`config.mk`:
```
export PLATFORM = sky130hd
export DESIGN_NAME = reg_share_arb
export DESIGN_NICKNAME = d
export VERILOG_FILES = /design/src/rtl/reg_share_pkg.sv /design/src/rtl/rr_pick.sv /design/src/rtl/reg_share_arb.sv
export SDC_FILE = /design/constraint.sdc
export NUM_CORES = 1
export LEC_CHECK = 0
export ABC_AREA = 1
export CAP_MARGIN = 25
export CORE_UTILIZATION = 25
export DETAILED_ROUTE_END_ITERATION = 16
export SLEW_MARGIN = 30
export SYNTH_ARGS = -nofsm -noshare
export SYNTH_HDL_FRONTEND = slang
export SYNTH_SLANG_ARGS = --single-unit
```
`constraint.sdc`:
```
create_clock -name sys_clk -period 2.95 [get_ports sys_clk]
set_clock_uncertainty 0.1 [all_clocks]
set_input_delay 0.7375 -clock sys_clk [delete_from_list [all_inputs] [get_ports sys_clk]]
set_output_delay 0.7375 -clock sys_clk [all_outputs]
set_load 0.1 [all_outputs]
```
`src/rtl/reg_share_pkg.sv`:
```
// Shared types and default sizing for the round-robin shared-register arbiter.
package reg_share_pkg;

  localparam int unsigned N_REQ_DEF = 4;
  localparam int unsigned DW_DEF    = 8;
  localparam int unsigned HOLD_DEF  = 2;

  // Wide enough for HOLD_CYC up to 15.
  localparam int unsigned CntW = 4;

  typedef enum logic [0:0] {
    StIdle,
    StHold
  } state_e;

endpackage

```
`src/rtl/rr_pick.sv`:
```
// Combinational round-robin picker: first set request at or above ptr_i, wrapping to 0.
module rr_pick #(
  parameter int unsigned N_REQ = 4,
  parameter int unsigned PW    = $clog2(N_REQ)
) (
  input  logic [N_REQ-1:0] req_i,
  input  logic [PW-1:0]    ptr_i,
  output logic [N_REQ-1:0] gnt_o,
  output logic [PW-1:0]    idx_o,
  output logic             any_o
);

  int unsigned j;
  logic        found;

  always_comb begin
    gnt_o = '0;
    idx_o = '0;
    found = 1'b0;
    j     = 0;
    for (int unsigned k = 0; k < N_REQ; k++) begin
      j = {{(32 - PW){1'b0}}, ptr_i} + k;
      if (j >= N_REQ) j = j - N_REQ;
      if (!found && req_i[j]) begin
        found    = 1'b1;
        gnt_o[j] = 1'b1;
        idx_o    = PW'(j);
      end
    end
    any_o = found;
  end

endmodule

```
`src/rtl/reg_share_arb.sv`:
```
// Shared register written by N_REQ requesters under round-robin arbitration, with a
// fixed lockout of HOLD_CYC cycles after every write.
module reg_share_arb
  import reg_share_pkg::*;
#(
  parameter int unsigned N_REQ    = N_REQ_DEF,
  parameter int unsigned DW       = DW_DEF,
  parameter int unsigned HOLD_CYC = HOLD_DEF
) (
  input  logic                     sys_clk,
  input  logic                     sys_rst_n,
  input  logic [N_REQ-1:0]         req,
  input  logic [N_REQ*DW-1:0]      din,
  output logic [N_REQ-1:0]         gnt,
  output logic [$clog2(N_REQ)-1:0] owner,
  output logic [DW-1:0]            q,
  output logic                     busy
);

  localparam int unsigned PW = $clog2(N_REQ);

  state_e            state_q;
  logic [CntW-1:0]   cnt_q;
  logic [PW-1:0]     ptr_q;
  logic [PW-1:0]     owner_q;
  logic [N_REQ-1:0]  gnt_q;
  logic [DW-1:0]     q_q;

  logic [N_REQ-1:0]  win_oh;
  logic [PW-1:0]     win_idx;
  logic              win_any;
  logic [PW-1:0]     ptr_next;

  rr_pick #(
    .N_REQ (N_REQ),
    .PW    (PW)
  ) u_rr_pick (
    .req_i (req),
    .ptr_i (ptr_q),
    .gnt_o (win_oh),
    .idx_o (win_idx),
    .any_o (win_any)
  );

  assign ptr_next = (win_idx == PW'(N_REQ - 1)) ? '0 : win_idx + 1'b1;

  always_ff @(posedge sys_clk or negedge sys_rst_n) begin
    if (!sys_rst_n) begin
      state_q <= StIdle;
      cnt_q   <= '0;
      ptr_q   <= '0;
      owner_q <= '0;
      gnt_q   <= '0;
      q_q     <= '0;
    end else begin
      gnt_q <= '0;
      unique case (state_q)
        StIdle: begin
          if (win_any) begin
            gnt_q   <= win_oh;
            q_q     <= din[win_idx*DW +: DW];
            owner_q <= win_idx;
            ptr_q   <= ptr_next;
            cnt_q   <= CntW'(HOLD_CYC - 1);
            state_q <= StHold;
          end
        end
        StHold: begin
          // Requests are ignored here; the lockout lasts cnt_q+1 cycles.
          if (cnt_q == '0) begin
            state_q <= StIdle;
          end else begin
            cnt_q <= cnt_q - 1'b1;
          end
        end
        default: state_q <= StIdle;
      endcase
    end
  end

  assign gnt   = gnt_q;
  assign owner = owner_q;
  assign q     = q_q;
  assign busy  = (state_q != StIdle);

endmodule

```
-- After elaboration in Yosys (flattened, before gate mapping)
Index checks and enable logic that the tools add are counted.
- add/sub/neg operators: 9
- multiply operators: 0
- divide/modulo/power cells: 0
- order comparisons: 12
- equal/unequal tests: 3
- shift-type cells: 1
- muxes and demuxes: 41
- bitwise operators: 4
- reduce and logical (&&, ||, !) cells: 13
- operators with widths (kind ; number):
    $ge A32 B1 Y1 const B ; 4
    $lt A32 B3 Y1 const B ; 4
    $mux W32 ; 4
    $ge A32 B3 Y1 const B ; 3
    $sub A32 B3 Y32 const B ; 3
    $mux W4 ; 8
    $shiftx A32 B6 Y8 ; 1
    $mux W1 ; 14
    $or A4 B4 Y4 ; 3
    $mux W2 ; 5
    $bmux W1 S2 ; 4
    $demux W1 S2 ; 4
    $pmux W4 S2 ; 1
    $logic_and A1 B1 Y1 ; 7
    $add A2 B2 Y3 const B ; 2
    $logic_not A4 Y1 ; 1
    $reduce_and A2 Y1 ; 2
    $sub A2 B3 Y4 const B ; 1
    $sub A4 B1 Y4 const B ; 1
    $add A2 B1 Y3 const B ; 1
    $ge A2 B3 Y1 const B ; 1
    $logic_not A1 Y1 ; 3
    $add A2 B1 Y2 const B ; 1
    $eq A2 B2 Y1 const B ; 1
    other kinds (4) ; 4
- register bits: 21
- bits in latches: 0
- bits in writable memories: 0
- memory bits (read-only): 0
- output and inout bits: 15
- word-level logic and storage cells: 89
- memories kept: 0

-- Logic depth before layout (Yosys ltp)
- depth in word-level cells: 16
- depth in mapped cells: 16
- depth with buffers taken out: 15

-- Hierarchy
From an unflattened synthesis, not the netlist that was laid out.
- cells, all modules: 244
- area total of the unflattened synthesis: 1659.1 um^2
- modules (own cells, without submodules) (module ; instances ; cells each ; area an instance (um^2)):
    reg_share_arb ; 1 ; 167 ; 1181.1
    rr_pick ; 1 ; 77 ; 478.0

-- Least setup slack after synthesis
Ideal clock, no wire load.
- kind: register -> register
- from: reg ptr_q[0]
- to: reg ptr_q[1]
- library setup time: 128 ps
- arrival time: 2166 ps
- required time: 2722 ps
- slack: 556 ps
- stages on the path, launching flop included: 15
- path buffers: 1
- cells stage by stage: dfrtp_1 inv_2 ha_1 inv_1 nand3_2 nand2_4 inv_2 o21ai_4 nand2_2 nand2_4 buf_4 inv_1 ha_1 nand2_1 o21ai_0
- cells in the longest elaborated chain, start to end: 16
- elaborated cells between the ends (all ways): 41
- RTL lines (item ; line ; RTL):
    from (decl) ; reg_share_arb.sv:24 ; logic [PW-1:0] ptr_q;
    from (signal assigned) ; reg_share_arb.sv:63 ; ptr_q <= ptr_next;
    branches (longest 13 deep; another with $sub A32 B3 Y32) ; n/a ;
    $mux W2 (*) ; rr_pick.sv:24 ; if (!found && req_i[j]) begin
    net u_rr_pick.idx_o[0] ; rr_pick.sv:9 ; output logic [PW-1:0] idx_o,
    $add A2 B1 Y2 / $eq A2 B2 Y1 (equally long branches) ; reg_share_arb.sv:45 ; assign ptr_next = (win_idx == PW'(N_REQ - 1)) ? '0 : win_idx + 1'b1;
    $mux W2 (*) ; reg_share_arb.sv:45 ;
    net ptr_next[1] ; reg_share_arb.sv:32 ; logic [PW-1:0] ptr_next;
Mark *: on every way through the listed nets, which the timed path passes. The select of a mux whose other input is x is not followed.
A chain may end at the register's enable or synchronous reset.

-- Worst setup path after layout
Same ends and word-level chain as after synthesis.

==> results.toml <==
[critical_path]
crit_path_max_incr_delay_ns = 0.50
crit_cells = 13
startpoint = "ptr_q[0]"
slowest_stage = "dfrtp_1"
critPathTopFamily = "simple AND/OR/NAND/NOR gates"
path_class = "reg2reg"
cp_num_buf_inv = 3
cp.arrival_ns = 2.65
worstPathRequired_ns = 2.99
crit_fanout = 28
crit_chain = "inv_2 -> ha_1 -> inv_1 -> nand3_2 -> nand2_4 -> nand4_2 -> nand2_1 -> nand2_4 -> nand2_4 -> inv_1 -> ha_1 -> nand2_1 -> o21ai_0"
crit_top_cell = "nand2_4"
endpoint_kind = "register"
reg2reg_depth = 13
worstReg2RegStart = "ptr_q[0]"
cp-start-kind = "register"

[sta]
setup_viol = 0
slew_violations = 0
hold_viol = 0
setup_tns_ns = 0
worst_pin_slew_ns = 0.2768
maxSlewHeadroom = 0.8155
fmax_mhz = 383.0
post-route-min-period_ns = 2.611
rsz0062_at_grt = "no"
fin_crit_sh = 0.8851

[detailed_routing]
detail-route-antenna-nets = 0
vias_per_cell = 4.323
route.vias.total = 1539
met3WireLength_um = 115
wl_met2_mm = 1.724
drt_wl_total_mm = 3.601
avgRoutedWirePerCell_um = 10.12
route.detailed.drc = 0
drt_iter0_markers = 57
met1_length_mm = 1.739
dr.pass1.iters = 4
highest_layer = "met4"

[global_route]
grt_pass1_vias = 1338
grt_max_degree = 29
grt_overflow = 0
grt_pass1_wl_mm = 5.913
antenna_found_initial = 0
gr-usage-all-layers = 0.1123

[job]
timing.max_cap.violations = 0

[clock_tree]
clockRootBuffer = "clkbuf_8"
cts_buffers = 3
cts_setup_buffers = 0
cts_hold_buf = 0
clk_path_buf_depth = 2
cts-resized-gates = 0
htreeDepth = 1
path_clk_slew_ns = 0.07
cts_tree = "built"
clock-sinks = 21
clk_latency_ns = 0.25

[synthesis]
syn-num-nets = 269
synth-edff-count = 0
syn_inst = 225
ys_seq_area_frac = 0.3341
syn_avg_cell_area_um2 = 6.990
synth_cell_types = 27
ys_ff_latch = 21
ys_warn_count = 0
synth-main-ff-cell = "dfrtp_1"
async_flop_share = 1.000
syn-cell-area_um2 = 1573

[cells_and_area]
layout_common_cells = "nand2_1, inv_1, clkdlybuf4s50_1"
drive_gt1_frac = 0.1744
diodes = 0
final_common_cell = "nand2_1"
areaGrowthSynthToFinish_pct = 39.30
nNetsFinal = 326

[outcome]
status = "completed"

[floorplan]
initial_core_util = 0.2625
die_x_um = 81.32
num_rows = 28
ios = 53
core_area_um2 = 5991
die_h_um = 81.32
die_area_um2 = 6612

[min_path]
whs_path_depth = 2
worstHoldStart = "q[7]"
holdCritPathClass = "reg2reg"

[placed_design]
dp_hpwl_mm = 2.937
gp_congestion = 0.8387
io_buffer_count = 52
synth_stat cells (4+ instances only):
cell / count / share of area
ha_1: 6 / 0.048
dfrtp_1: 21 / 0.33
o21ai_0: 7 / 0.022
or2_2: 8 / 0.032
inv_1: 41 / 0.098
a21oi_1: 6 / 0.019
inv_2: 4 / 0.0095
nand2_2: 5 / 0.020
nand3_1: 36 / 0.11
o22ai_1: 8 / 0.032
nand2_1: 58 / 0.14
routing by layer:
| layer | global-route usage | vias up |
|---|---|---|
| li1 | - | 818 |
| met1 | 0.1599 | 687 |
| met2 | 0.1808 | 32 |
| met3 | 0.01348 | 2 |
| met4 | 0.02143 | 0 |
| met5 | 0 | - |
sequential cells by signal, summed over array words and instances, names as in the netlist:
| name | cells |
|---|---|
| q | 8 |
| busy | 1 |
| gnt | 4 |
| ptr_q | 2 |
| cnt_q | 4 |
| owner | 2 |
metrics by stage:
stage | cells | hold WS [ns] | instance area [um^2] | setup WS, ns | util
2_1_floorplan | 225 | 0.3419 | 1573 | 0.5563 | -
3_3_place_gp | 352 | 0.3673 | 2146 | 0.1366 | 0.3582
3_5_place_dp | 352 | 0.3665 | 2146 | 0.07882 | 0.3582
4_1_cts | 356 | 0.3864 | 2191 | 0.3157 | 0.3657
5_1_grt | 356 | 0.4044 | 2191 | 0.1107 | 0.3657
6_report | 356 | 0.3821 | 2191 | 0.3391 | 0.3657
cell type report:
cell class / instances / area, um^2
tap: 75 / 93.84
clock buffer: 4 / 45.04
multi-input combinational: 153 / 838.3
fill: 628 / 3800
timing repair buffer: 55 / 505.5
sequential: 21 / 525.5
inverter: 48 / 182.7
worst reg2reg max path: stages (launching register included):
cell	delay (ns)
dfrtp_1	0.50
inv_2	0.17
ha_1	0.38
inv_1	0.12
nand3_2	0.10
nand2_4	0.10
nand4_2	0.12
nand2_1	0.12
nand2_4	0.09
nand2_4	0.21
inv_1	0.07
ha_1	0.27
nand2_1	0.06
o21ai_0	0.07
final timing paths:
kind,to,slack (ns)
max in group asynchronous,q[1],1.81
worst max register to register,ptr_q[1],0.34
worst min-delay path,q[7],0.38
min in group asynchronous,q[4],0.72
worst max-delay path,ptr_q[1],0.34
worst min register to register,q[7],0.38
cell families after synthesis:
family,share of synthesized area
AO/OA/AOI/OAI,0.09308
XOR/XNOR,0.01114
adder cells (fa/ha/maj),0.04773
buffers and inverters,0.1329
flip-flops,0.3341
AND/OR/NAND/NOR,0.3811
Power is not shown: default switching activity piles up to over one toggle a cycle in this logic, so the estimate is an artifact.
